File: src/rtl/l1_cpu_responder_pkg.sv
// Shared types and sizes for the L1 CPU responder: MESI line states,
// bus commands, controller states and the snoop state-transition helper.
package l1_cpu_responder_pkg;

    localparam int XLEN           = 32;
    localparam int CACHELINE_SIZE = 64;

    typedef enum logic [1:0] {
        MESI_I = 2'd0,
        MESI_S = 2'd1,
        MESI_E = 2'd2,
        MESI_M = 2'd3
    } mesi_t;

    typedef enum logic [1:0] {
        BUS_RD   = 2'd0,
        BUS_RDX  = 2'd1,
        BUS_UPGR = 2'd2,
        BUS_WB   = 2'd3
    } bus_cmd_t;

    typedef enum logic [2:0] {
        L1_IDLE    = 3'd0,
        L1_LOOKUP  = 3'd1,
        L1_BUSREQ  = 3'd2,
        L1_BUSWAIT = 3'd3,
        L1_RESP    = 3'd4
    } l1_state_t;

    // New MESI state of a line that hits another core's bus transaction.
    function automatic mesi_t snoop_next_state(input mesi_t cur, input bus_cmd_t cmd);
        mesi_t nxt;
        nxt = cur;
        case (cmd)
            BUS_RD:   nxt = ((cur == MESI_M) || (cur == MESI_E)) ? MESI_S : cur;
            BUS_RDX:  nxt = MESI_I;
            BUS_UPGR: nxt = (cur == MESI_S) ? MESI_I : cur;
            default:  nxt = cur;
        endcase
        return nxt;
    endfunction

endpackage

File: src/rtl/l1_cpu_responder_line_array.sv
// Direct-mapped tag/MESI/data storage. One registered write port for the
// controller, a combinational lookup port and a combinational snoop port
// whose state update is applied at the clock edge. When both touch the same
// index in one cycle the controller write takes precedence.
module l1_cpu_responder_line_array
    import l1_cpu_responder_pkg::*;
#(
    parameter int NUM_SETS = 8
) (
    input  logic                                  clk,
    input  logic                                  rst,
    input  logic                                  wr_en,
    input  logic [$clog2(NUM_SETS)-1:0]           wr_idx,
    input  logic [XLEN-$clog2(NUM_SETS)-1:0]      wr_tag,
    input  mesi_t                                 wr_state,
    input  logic [CACHELINE_SIZE-1:0]             wr_data,
    input  logic [$clog2(NUM_SETS)-1:0]           lk_idx,
    output logic [XLEN-$clog2(NUM_SETS)-1:0]      lk_tag,
    output mesi_t                                 lk_state,
    output logic [CACHELINE_SIZE-1:0]             lk_data,
    input  logic                                  sn_valid,
    input  bus_cmd_t                              sn_cmd,
    input  logic [XLEN-1:0]                       sn_addr,
    output logic                                  sn_hit,
    output logic                                  sn_dirty,
    output logic [CACHELINE_SIZE-1:0]             sn_data
);

    localparam int IDX_W = $clog2(NUM_SETS);
    localparam int TAG_W = XLEN - IDX_W;

    logic [TAG_W-1:0]          tag_r  [NUM_SETS];
    mesi_t                     mesi_r [NUM_SETS];
    logic [CACHELINE_SIZE-1:0] data_r [NUM_SETS];

    logic [IDX_W-1:0] sn_idx_s;
    logic [TAG_W-1:0] sn_tag_s;
    logic             sn_apply_s;

    assign sn_idx_s = sn_addr[IDX_W-1:0];
    assign sn_tag_s = sn_addr[XLEN-1:IDX_W];

    // Lookup port: raw contents of the selected set.
    always_comb begin
        lk_tag   = tag_r[lk_idx];
        lk_state = mesi_r[lk_idx];
        lk_data  = data_r[lk_idx];
    end

    // Snoop port: hit/dirty/data for the snooped address, data zero on a miss.
    always_comb begin
        sn_hit   = (mesi_r[sn_idx_s] != MESI_I) && (tag_r[sn_idx_s] == sn_tag_s);
        sn_dirty = sn_hit && (mesi_r[sn_idx_s] == MESI_M);
        if (sn_hit) begin
            sn_data = data_r[sn_idx_s];
        end else begin
            sn_data = {CACHELINE_SIZE{1'b0}};
        end
        sn_apply_s = sn_valid && sn_hit && !(wr_en && (wr_idx == sn_idx_s));
    end

    // Storage update: controller write plus snoop state change on other sets.
    always_ff @(posedge clk or posedge rst) begin
        if (rst) begin
            for (int i = 0; i < NUM_SETS; i++) begin
                tag_r[i]  <= {TAG_W{1'b0}};
                mesi_r[i] <= MESI_I;
                data_r[i] <= {CACHELINE_SIZE{1'b0}};
            end
        end else begin
            if (wr_en) begin
                tag_r[wr_idx]  <= wr_tag;
                mesi_r[wr_idx] <= wr_state;
                data_r[wr_idx] <= wr_data;
            end
            if (sn_apply_s) begin
                mesi_r[sn_idx_s] <= snoop_next_state(mesi_r[sn_idx_s], sn_cmd);
            end
        end
    end

endmodule

File: src/rtl/l1_cpu_responder.sv
// L1 CPU responder: direct-mapped MESI cache controller between one core
// and the shared atomic bus. Serves hits locally, issues BusRd/BusRdX/
// BusUpgr/BusWB on misses and upgrades, and answers snoops combinationally.
// Optional build macro L1_STATS_EN adds saturating hit/miss counters.
module l1_cpu_responder
    import l1_cpu_responder_pkg::*;
#(
    parameter int ID       = 0,
    parameter int NUM_SETS = 8
) (
    input  logic                      clk,
    input  logic                      rst,
    input  logic                      cpu_req,
    input  logic                      cpu_we,
    input  logic [XLEN-1:0]           cpu_addr,
    input  logic [CACHELINE_SIZE-1:0] cpu_wdata,
    output logic                      cpu_ready,
    output logic                      cpu_resp,
    output logic [CACHELINE_SIZE-1:0] cpu_rdata,
    output logic                      bus_req,
    output bus_cmd_t                  bus_cmd,
    output logic [XLEN-1:0]           bus_addr,
    output logic [CACHELINE_SIZE-1:0] bus_wdata,
    input  logic                      bus_grant,
    input  logic                      bus_resp,
    input  logic [CACHELINE_SIZE-1:0] bus_rdata,
    input  logic                      bus_shared,
    input  logic                      snoop_valid,
    input  bus_cmd_t                  snoop_cmd,
    input  logic [XLEN-1:0]           snoop_addr,
    output logic                      snoop_hit,
    output logic                      snoop_dirty,
    output logic [CACHELINE_SIZE-1:0] snoop_data
`ifdef L1_STATS_EN
    ,
    output logic [31:0]               hit_count,
    output logic [31:0]               miss_count
`endif
);

    localparam int IDX_W = $clog2(NUM_SETS);
    localparam int TAG_W = XLEN - IDX_W;

    if ((NUM_SETS < 2) || ((NUM_SETS & (NUM_SETS - 1)) != 0)) begin : g_bad_num_sets
        $error("l1_cpu_responder %0d: NUM_SETS must be a power of 2", ID);
    end

    l1_state_t                 state_r, state_n;
    logic                      we_r, we_n;
    logic [XLEN-1:0]           addr_r, addr_n;
    logic [CACHELINE_SIZE-1:0] wdata_r, wdata_n;
    logic                      cpu_ready_n, cpu_resp_n, bus_req_n;
    logic [CACHELINE_SIZE-1:0] cpu_rdata_n, bus_wdata_n;
    bus_cmd_t                  bus_cmd_n;
    logic [XLEN-1:0]           bus_addr_n;

    logic [IDX_W-1:0]          idx_s;
    logic [TAG_W-1:0]          tag_s;
    logic                      wr_en_s;
    logic [TAG_W-1:0]          wr_tag_s;
    mesi_t                     wr_state_s;
    logic [CACHELINE_SIZE-1:0] wr_data_s;
    logic [TAG_W-1:0]          lk_tag_s;
    mesi_t                     lk_state_s;
    logic [CACHELINE_SIZE-1:0] lk_data_s;
    logic                      lk_hit_s, snoop_conflict_s, upgr_lost_s;
    logic                      hit_inc_s, miss_inc_s;

    assign idx_s = addr_r[IDX_W-1:0];
    assign tag_s = addr_r[XLEN-1:IDX_W];

    l1_cpu_responder_line_array #(.NUM_SETS(NUM_SETS)) u_lines (
        .clk      (clk),
        .rst      (rst),
        .wr_en    (wr_en_s),
        .wr_idx   (idx_s),
        .wr_tag   (wr_tag_s),
        .wr_state (wr_state_s),
        .wr_data  (wr_data_s),
        .lk_idx   (idx_s),
        .lk_tag   (lk_tag_s),
        .lk_state (lk_state_s),
        .lk_data  (lk_data_s),
        .sn_valid (snoop_valid),
        .sn_cmd   (snoop_cmd),
        .sn_addr  (snoop_addr),
        .sn_hit   (snoop_hit),
        .sn_dirty (snoop_dirty),
        .sn_data  (snoop_data)
    );

    // Next-state, line-array write and registered-output decode.
    always_comb begin
        state_n     = state_r;
        we_n        = we_r;
        addr_n      = addr_r;
        wdata_n     = wdata_r;
        cpu_resp_n  = 1'b0;
        cpu_rdata_n = {CACHELINE_SIZE{1'b0}};
        bus_req_n   = bus_req;
        bus_cmd_n   = bus_cmd;
        bus_addr_n  = bus_addr;
        bus_wdata_n = bus_wdata;
        wr_en_s     = 1'b0;
        wr_tag_s    = tag_s;
        wr_state_s  = MESI_I;
        wr_data_s   = wdata_r;
        hit_inc_s   = 1'b0;
        miss_inc_s  = 1'b0;

        lk_hit_s         = (lk_state_s != MESI_I) && (lk_tag_s == tag_s);
        snoop_conflict_s = snoop_valid && (snoop_addr[IDX_W-1:0] == idx_s);
        // Another core took ownership of the line we are waiting to upgrade.
        upgr_lost_s      = snoop_valid && (snoop_addr == addr_r) &&
                           ((snoop_cmd == BUS_RDX) || (snoop_cmd == BUS_UPGR));

        case (state_r)
            L1_IDLE: begin
                if (cpu_req) begin
                    we_n    = cpu_we;
                    addr_n  = cpu_addr;
                    wdata_n = cpu_wdata;
                    state_n = L1_LOOKUP;
                end else begin
                    state_n = L1_IDLE;
                end
            end
            L1_LOOKUP: begin
                if (snoop_conflict_s) begin
                    // Let the snoop settle the set before deciding.
                    state_n = L1_LOOKUP;
                end else if (lk_hit_s && !we_r) begin
                    hit_inc_s   = 1'b1;
                    cpu_resp_n  = 1'b1;
                    cpu_rdata_n = lk_data_s;
                    state_n     = L1_RESP;
                end else if (lk_hit_s && (lk_state_s == MESI_S)) begin
                    miss_inc_s  = 1'b1;
                    bus_req_n   = 1'b1;
                    bus_cmd_n   = BUS_UPGR;
                    bus_addr_n  = addr_r;
                    bus_wdata_n = {CACHELINE_SIZE{1'b0}};
                    state_n     = L1_BUSREQ;
                end else if (lk_hit_s) begin
                    hit_inc_s  = 1'b1;
                    wr_en_s    = 1'b1;
                    wr_state_s = MESI_M;
                    cpu_resp_n = 1'b1;
                    state_n    = L1_RESP;
                end else if (lk_state_s == MESI_M) begin
                    miss_inc_s  = 1'b1;
                    bus_req_n   = 1'b1;
                    bus_cmd_n   = BUS_WB;
                    bus_addr_n  = {lk_tag_s, idx_s};
                    bus_wdata_n = lk_data_s;
                    state_n     = L1_BUSREQ;
                end else begin
                    miss_inc_s  = 1'b1;
                    bus_req_n   = 1'b1;
                    bus_cmd_n   = we_r ? BUS_RDX : BUS_RD;
                    bus_addr_n  = addr_r;
                    bus_wdata_n = {CACHELINE_SIZE{1'b0}};
                    state_n     = L1_BUSREQ;
                end
            end
            L1_BUSREQ: begin
                if ((bus_cmd == BUS_UPGR) && upgr_lost_s) begin
                    bus_cmd_n = BUS_RDX;
                end else begin
                    bus_cmd_n = bus_cmd;
                end
                if (bus_grant) begin
                    bus_req_n = 1'b0;
                    state_n   = L1_BUSWAIT;
                end else begin
                    state_n   = L1_BUSREQ;
                end
            end
            L1_BUSWAIT: begin
                if (bus_resp) begin
                    case (bus_cmd)
                        BUS_WB: begin
                            wr_en_s     = 1'b1;
                            wr_tag_s    = lk_tag_s;
                            wr_state_s  = MESI_I;
                            wr_data_s   = lk_data_s;
                            bus_req_n   = 1'b1;
                            bus_cmd_n   = we_r ? BUS_RDX : BUS_RD;
                            bus_addr_n  = addr_r;
                            bus_wdata_n = {CACHELINE_SIZE{1'b0}};
                            state_n     = L1_BUSREQ;
                        end
                        BUS_RD: begin
                            wr_en_s     = 1'b1;
                            wr_state_s  = bus_shared ? MESI_S : MESI_E;
                            wr_data_s   = bus_rdata;
                            cpu_resp_n  = 1'b1;
                            cpu_rdata_n = bus_rdata;
                            state_n     = L1_RESP;
                        end
                        BUS_RDX, BUS_UPGR: begin
                            wr_en_s    = 1'b1;
                            wr_state_s = MESI_M;
                            cpu_resp_n = 1'b1;
                            state_n    = L1_RESP;
                        end
                        default: begin
                            state_n = L1_IDLE;
                        end
                    endcase
                end else begin
                    state_n = L1_BUSWAIT;
                end
            end
            L1_RESP: begin
                state_n = L1_IDLE;
            end
            default: begin
                state_n = L1_IDLE;
            end
        endcase

        cpu_ready_n = (state_n == L1_IDLE);
    end

    // Controller state, latched request and registered CPU/bus outputs.
    always_ff @(posedge clk or posedge rst) begin
        if (rst) begin
            state_r   <= L1_IDLE;
            we_r      <= 1'b0;
            addr_r    <= {XLEN{1'b0}};
            wdata_r   <= {CACHELINE_SIZE{1'b0}};
            cpu_ready <= 1'b1;
            cpu_resp  <= 1'b0;
            cpu_rdata <= {CACHELINE_SIZE{1'b0}};
            bus_req   <= 1'b0;
            bus_cmd   <= BUS_RD;
            bus_addr  <= {XLEN{1'b0}};
            bus_wdata <= {CACHELINE_SIZE{1'b0}};
        end else begin
            state_r   <= state_n;
            we_r      <= we_n;
            addr_r    <= addr_n;
            wdata_r   <= wdata_n;
            cpu_ready <= cpu_ready_n;
            cpu_resp  <= cpu_resp_n;
            cpu_rdata <= cpu_rdata_n;
            bus_req   <= bus_req_n;
            bus_cmd   <= bus_cmd_n;
            bus_addr  <= bus_addr_n;
            bus_wdata <= bus_wdata_n;
        end
    end

`ifdef L1_STATS_EN
    // Saturating hit/miss counters stepped by the lookup decision.
    always_ff @(posedge clk or posedge rst) begin
        if (rst) begin
            hit_count  <= 32'd0;
            miss_count <= 32'd0;
        end else begin
            if (hit_inc_s && (hit_count != 32'hFFFF_FFFF)) begin
                hit_count <= hit_count + 32'd1;
            end
            if (miss_inc_s && (miss_count != 32'hFFFF_FFFF)) begin
                miss_count <= miss_count + 32'd1;
            end
        end
    end
`endif

endmodule

File: config.mk
export PLATFORM = sky130hd
export DESIGN_NAME = l1_cpu_responder
export DESIGN_NICKNAME = d
export VERILOG_FILES = /design/src/rtl/l1_cpu_responder_pkg.sv /design/src/rtl/l1_cpu_responder_line_array.sv /design/src/rtl/l1_cpu_responder.sv
export SDC_FILE = /design/constraint.sdc
export NUM_CORES = 2
export LEC_CHECK = 0
export BUFFER_PORTS_ARGS = -buffer_cell sky130_fd_sc_hd__buf_2
export CAP_MARGIN = 20
export CELL_PAD_IN_SITES_DETAIL_PLACEMENT = 0
export CELL_PAD_IN_SITES_GLOBAL_PLACEMENT = 1
export CORE_ASPECT_RATIO = 0.7
export CORE_UTILIZATION = 53
export CTS_CLUSTER_SIZE = 24
export DETAILED_ROUTE_END_ITERATION = 10
export GPL_TIMING_DRIVEN = 0
export PLACE_DENSITY_LB_ADDON = 0.08
export SLEW_MARGIN = 10
export SYNTH_ARGS = -nofsm -noshare
export SYNTH_HDL_FRONTEND = slang
export SYNTH_SLANG_ARGS = --single-unit
File: constraint.sdc
create_clock -name clk -period 52.5 [get_ports clk]
set_input_delay 2.625 -clock clk [delete_from_list [all_inputs] [get_ports clk]]
set_output_delay 2.625 -clock clk [all_outputs]
set_load 0.01 [all_outputs]
Word level (Yosys, flattened, before mapping). Index checks and enable logic that the tools add are counted.

Add/subtract/negate cells: 0. $mul: 0. Divide/modulo/power cells: 0. $lt $le $gt $ge: 4. Equal/unequal tests: 25. Shift operators: 0. Mux-type cells: 111. Bitwise logic cells: 2. Reductions and logical operators: 33.

Operator list (count): two-way mux 64 bit (19); bitwise mux 512 bit (1); binary-select mux 64 bit (select 3 bit) (2); case mux 64 bit (2 select lines) (3); bitwise mux 232 bit (1); two-way mux 29 bit (8); two-way mux 32 bit (7); demux 64 bit (select 3 bit) (1); binary-select mux 29 bit (select 3 bit) (2); demux 29 bit (select 3 bit) (1); case mux 32 bit (2 select lines) (1); == test 29 bit (2); two-way mux 2 bit (23); bitwise mux 16 bit (2); == test 32 bit (1); two-way mux 16 bit (2); two-way mux 1 bit (20); case mux 2 bit (3 select lines) (3); two-way mux 3 bit (5); logical AND 1 bit (14); AND reduction 7 bit (2); binary-select mux 2 bit (select 3 bit) (2); demux 2 bit (select 3 bit) (2); == test 2 bit, second input constant (6); 26 further kinds (45).

Register bits after elaboration: 1025. Latch bits: 0. RAM bits: 0. Memory bits (read-only): 0. Bits of input ports: 202. Output and inout bits: 231. Word-level logic and storage cells: 210. Memories kept: 0.

Longest topological paths before layout.
Depth after elaboration: 17. Mapped depth: 16.

By module. From an unflattened synthesis, not the netlist that was laid out.

Cell total of the unflattened synthesis: 3888. Area total of the unflattened synthesis: 52711.8 µm².

Modules (own cells, without submodules): l1_cpu_responder_line_array (instances 1, cells an instance 2747, area each 39655.5 µm², seq. area each 19018.2 µm²); l1_cpu_responder (instances 1, cells an instance 1141, area each 13056.3 µm², seq. area each 6632.6 µm²).

Least setup slack after synthesis. OpenSTA, ideal clock, no wires.

Path type: in2out. From: in snoop_addr[1]. To: out snoop_dirty. Arrival: 5.726 ns. Required time: 49.875 ns. Setup slack: 44.149 ns. Stages on the path: 11. Buffers on the path: 3. Cell sequence: clkbuf_1 -> buf_1 -> mux2_2 -> a221oi_1 -> o22ai_1 -> xor2_1 -> nor4_1 -> nand4_1 -> nor3_1 -> clkbuf_1 -> nor3b_1.

Longest elaborated chain between the ends: 7. Elaborated cells between the ends (all ways): 12. Classes of those cells: eq/ne (2); mux (6); bitwise (1); reduce/logical (3).

RTL lines: start, declared (line l1_cpu_responder.sv:30) `input logic [XLEN-1:0] snoop_addr,`; NOT 3 -> 4 bit (implied by the code) (*) (line l1_cpu_responder_line_array.sv:52, l1_cpu_responder_line_array.sv:53); binary-select mux 29 bit (select 3 bit) or binary-select mux 2 bit (select 3 bit) (tied branches) (line l1_cpu_responder_line_array.sv:52, l1_cpu_responder_line_array.sv:53); two-way mux 29 bit (implied by the code) or two-way mux 2 bit (tied branches) (2 in series) (line l1_cpu_responder_line_array.sv:52, l1_cpu_responder_line_array.sv:53); == test 29 bit or nonzero test 2 bit (tied branches) (line l1_cpu_responder_line_array.sv:52) `sn_hit = (mesi_r[sn_idx_s] != MESI_I) && (tag_r[sn_idx_s] == sn_tag_s);`; logical AND 1 bit (line l1_cpu_responder_line_array.sv:52); logical AND 1 bit (*) (line l1_cpu_responder_line_array.sv:53) `sn_dirty = sn_hit && (mesi_r[sn_idx_s] == MESI_M);`; end, declared (line l1_cpu_responder.sv:32) `output logic snoop_dirty,`.

Every way passes the cells marked *; elsewhere a longest branch is shown, timed or not. The select of a mux whose other input is x is not followed.

Worst setup path after layout.
From: in snoop_addr[1]. To: out snoop_data[63].

Longest elaborated chain between the ends: 7. Elaborated cells between the ends (all ways): 14. Classes of those cells: eq/ne (1); mux (10); bitwise (1); reduce/logical (2).

RTL lines: NOT 3 -> 4 bit (implied by the code) (*) (line l1_cpu_responder_line_array.sv:52, l1_cpu_responder_line_array.sv:55); binary-select mux 29 bit (select 3 bit) or binary-select mux 2 bit (select 3 bit) (tied branches) (line l1_cpu_responder_line_array.sv:52); two-way mux 29 bit (implied by the code) or two-way mux 2 bit (tied branches) (2 in series) (line l1_cpu_responder_line_array.sv:52); == test 29 bit or nonzero test 2 bit (tied branches) (line l1_cpu_responder_line_array.sv:52); logical AND 1 bit (line l1_cpu_responder_line_array.sv:52); two-way mux 64 bit (*) (line l1_cpu_responder_line_array.sv:54) `if (sn_hit) begin`; end, declared (line l1_cpu_responder.sv:33) `output logic [CACHELINE_SIZE-1:0] snoop_data`.

Marks and branches as above.

==> results.py <==
metrics = {
    "status": {
        "status": "completed",
    },
    "placement": {
        "io_buffers": 430,
        "hpwlAfterDp_um": 166000,
        "placed_area_um2": 56100,
        "gp_congestion": 1.02,
        "post-place-ws_ns": 40.98,
        "place_inst": 6035,
    },
    "logic_synthesis": {
        "async_flop_share_pct": 100,
        "synth_area_per_cell_um2": 12.0,
        "synthFlopType": "dfrtp_1",
        "ys_ff_latch": 1025,
        "yosysSeqAreaShare_pct": 49.8,
        "synth-edff-count": 0,
        "synth.largest_area_cell": "dfrtp_1",
        "syn_area_um2": 51500,
        "netlist_top_cells_area": "dfrtp_1 50%, mux2_2 20%, o22ai_1 5.4%, mux4_2 3.2%, mux2i_1 2.0%",
        "yosysUniqueCellTypes": 75,
        "synth_cells": 4289,
        "synth_top_cell_area_share_pct": 49.8,
        "synth_fp_nets": 4497,
        "yosysWarningCount": 0,
    },
    "global_route": {
        "grt_pass1_wl_um": 320000,
        "grt_max_degree": 115,
        "grt_pass1_vias": 41309,
        "antenna_found_initial": 22,
        "grt_usage_pct": 46.2,
        "overflow": 0,
    },
    "worst_setup_path": {
        "regToRegStartpoint": "addr_r[2]$_DFFE_PP0P_",
        "critical_path_depth": 13,
        "worstReg2RegEnd": "u_lines.tag_r[155]$_DFFE_PP0P_",
        "rr_worst_depth": 11,
        "cpLargestDelayFamily": "simple AND/OR/NAND/NOR gates",
        "cp_num_buf_inv": 5,
        "cp_slowest_stage_delay_ns": 1.04,
        "setup.worst_path.start_class": "input pin",
        "r2r_setup_slack_ns": 45.33,
        "crit_required_ns": 49.88,
        "cp_common_cell": "clkbuf_1",
        "cp-end-kind": "output port",
        "timing_worst_setup_path_type": "in -> out",
        "cp.arrival_ns": 9.63,
        "crit_path_max_fanout": 10,
        "path_cells": "clkbuf_1, buf_1, nor2b_1, nand2_1, o221ai_1, xor2_1, a2111oi_0, nand4_1, nor3_2, buf_6, clkbuf_1, and2_1, buf_2",
        "cpMaxStageDelayCell": "nor2b_1",
    },
    "sta": {
        "rsz0062_at_grt": "false",
        "fin_tns_setup_ns": 0,
        "fmax_ghz": 0.0816,
        "period_share_pct": 23.3,
        "finalHoldViolCount": 0,
        "setup_viol": 0,
        "slew_violations": 0,
        "period_needed_ns": 12.26,
        "relSlewSlack_pct": 9.23,
        "clock_skew_ns": 0.0268,
        "whs_ns": 0.484,
        "max_slew.worst_pin.slew_ns": 1.36,
        "setup_slack_ns": 40.24,
    },
    "clock_tree": {
        "h-tree-depth": 3,
        "ctsResizeCount": 0,
        "post_cts_buffers": 0,
        "cts_tree": "yes",
        "clk_pin_slew_worst_paths_ns": 0.07,
        "cts_buffers": 100,
        "cts_root_buf": "clkbuf_16",
        "cts_max_path_buffers": 3,
        "clock_sinks": 1025,
        "worst_skew_pair.late_latency_ns": 0.73,
        "cts-hold-fix-buffers": 0,
    },
    "power_and_ir_drop": {
        "p_clk_share_pct": 21.0,
        "ir_drop_mv": 0.0291,
        "p_leak_nw": 28.4,
        "p_sw_mw": 1.63,
        "seqPwrFrac_pct": 35.7,
        "p_per_area_nw_per_um2": 62.7,
        "swShare_pct": 43.4,
        "p_total_mw": 3.75,
        "p_int_mw": 2.13,
        "power_frac_comb_pct": 43.3,
    },
    "detailed_routing": {
        "via_count": 44646,
        "drt_iter0_drc": 7501,
        "wl_per_cell_um": 37.1,
        "wl_um": 231000,
        "drc_errors": 0,
        "first_pass_iters": 8,
        "vias_per_cell": 7.15,
        "postRouteAntennaNets": 0,
    },
    "die": {
        "start_util_pct": 53.5,
        "dieArea_um2": 98400,
        "num_rows": 95,
        "ioPinCount": 433,
        "core_um2": 96200,
        "die_h_um": 263,
        "die_w_um": 375,
    },
    "run": {
        "cap_violations": 0,
    },
    "final_layout": {
        "syn2layout_area_growth_pct": 16.2,
        "design_area_um2": 59800,
        "utilization_pct": 62.2,
        "final_common_cell": "dfrtp_1",
        "nets": 5099,
        "final_cells": 6246,
        "final_cell_mix": "1024 x dfrtp_1, 927 x mux2_2, 508 x buf_2",
        "layout-drive-gt1-share_pct": 38.0,
    },
    "worst_hold_path": {
        "holdCritPathClass": "reg -> reg",
        "min-delay-start": "bus_wdata[48]$_DFFE_PP0P_",
        "worstHoldEndpoint": "bus_wdata[48]$_DFFE_PP0P_",
        "whs_path_depth": 1,
    },
}
-- synth_stat cells, drive strengths merged, types with 7 or more instances --
| master | n |
|---|---|
| or4 | 29 |
| buf | 150 |
| nand2 | 204 |
| a32oi | 19 |
| a22oi | 73 |
| dfrtp | 1024 |
| a221oi | 28 |
| o21ai | 221 |
| xnor2 | 46 |
| and3b | 7 |
| mux2i | 105 |
| inv | 60 |
| nand2b | 11 |
| and3 | 21 |
| nor4 | 58 |
| xor2 | 40 |
| o221ai | 25 |
| nor3 | 11 |
| a21oi | 67 |
| nand4 | 23 |
| clkbuf | 197 |
| and2 | 61 |
| o22ai | 445 |
| nor2b | 19 |
| mux2 | 927 |
| nor2 | 122 |
| nand3 | 77 |
| o2bb2ai | 66 |
| mux4 | 74 |
-- state kept, by name, summed over array words and instances (netlist names) --
register	count
addr_r	32
bus_addr	32
bus_cmd	2
bus_req	1
bus_wdata	64
cpu_rdata	64
cpu_ready	1
cpu_resp	1
state_r	3
u_lines.data_r	512
u_lines.mesi_r	16
u_lines.tag_r	232
wdata_r	64
we_r	1
-- power groups by stage --
stage | clock network (mW) | logic [mW] | registers (mW)
after detailed placement | 0 | 1.52 | 1.33
after CTS | 0.785 | 1.53 | 1.32
final | 0.788 | 1.63 | 1.34
after global placement | 0 | 1.48 | 1.33
after floorplan | 0 | 0.949 | 1.25
after global routing | 0.816 | 1.67 | 1.36
-- worst register-to-register path: stages (launching register included) --
cell      delay [ns]
dfrtp_1         0.38
buf_2           0.40
buf_2           0.51
buf_1           0.84
buf_2           0.66
buf_2           0.65
clkbuf_1        0.88
nor2_1          0.35
nand2_1         0.34
clkbuf_1        0.98
buf_2           0.66
mux2_2          0.41
-- layer usage --
metal  global-route usage (%)  wire (um)  share of wire, %
met1                     65.7      93700                40
met2                     56.5      85500                37
met3                     26.1      40800                18
met4                     18.0      10800               4.7
met5                     4.55        690              0.30
-- worst max path at each step --
stage                                         end  slack [ns]           from
after global placement    cpu_rdata[16]$_DFF_PP0_        8.98            rst
after global routing               snoop_data[63]       40.80  snoop_addr[1]
after CTS                          snoop_data[63]       41.00  snoop_addr[0]
after floorplan             addr_r[0]$_DFFE_PP0P_       21.03            rst
final                              snoop_data[63]       40.24  snoop_addr[1]
after detailed placement           snoop_data[63]       40.98  snoop_addr[0]
-- cell families (layout without fill, tap and decap cells) --
family          Yosys count  count (layout)  share of synthesized area (%)
compound gates          986             986                           12.8
xor+xnor                 86              86                           1.46
fa+ha+maj                 6               6                          0.146
mux                    1106            1106                           25.6
buf+inv                 410            1095                           3.68
simple gates            670             670                           6.54
other cells               0              11                              0
flops                  1025            1025                           49.8
-- layout make-up --
type                    count  area [um2]
inverters                  63         244
clock buffers             141        2930
plain buffers             347        1690
multi-input cells        2854       24000
diodes                     11        27.5
fillers                  7843       36300
clock inverters            44         566
well taps                1261        1580
repair buffers            500        3180
flip-flops and latches   1025       25700
Note: power is estimated with default switching activity, not from simulation.
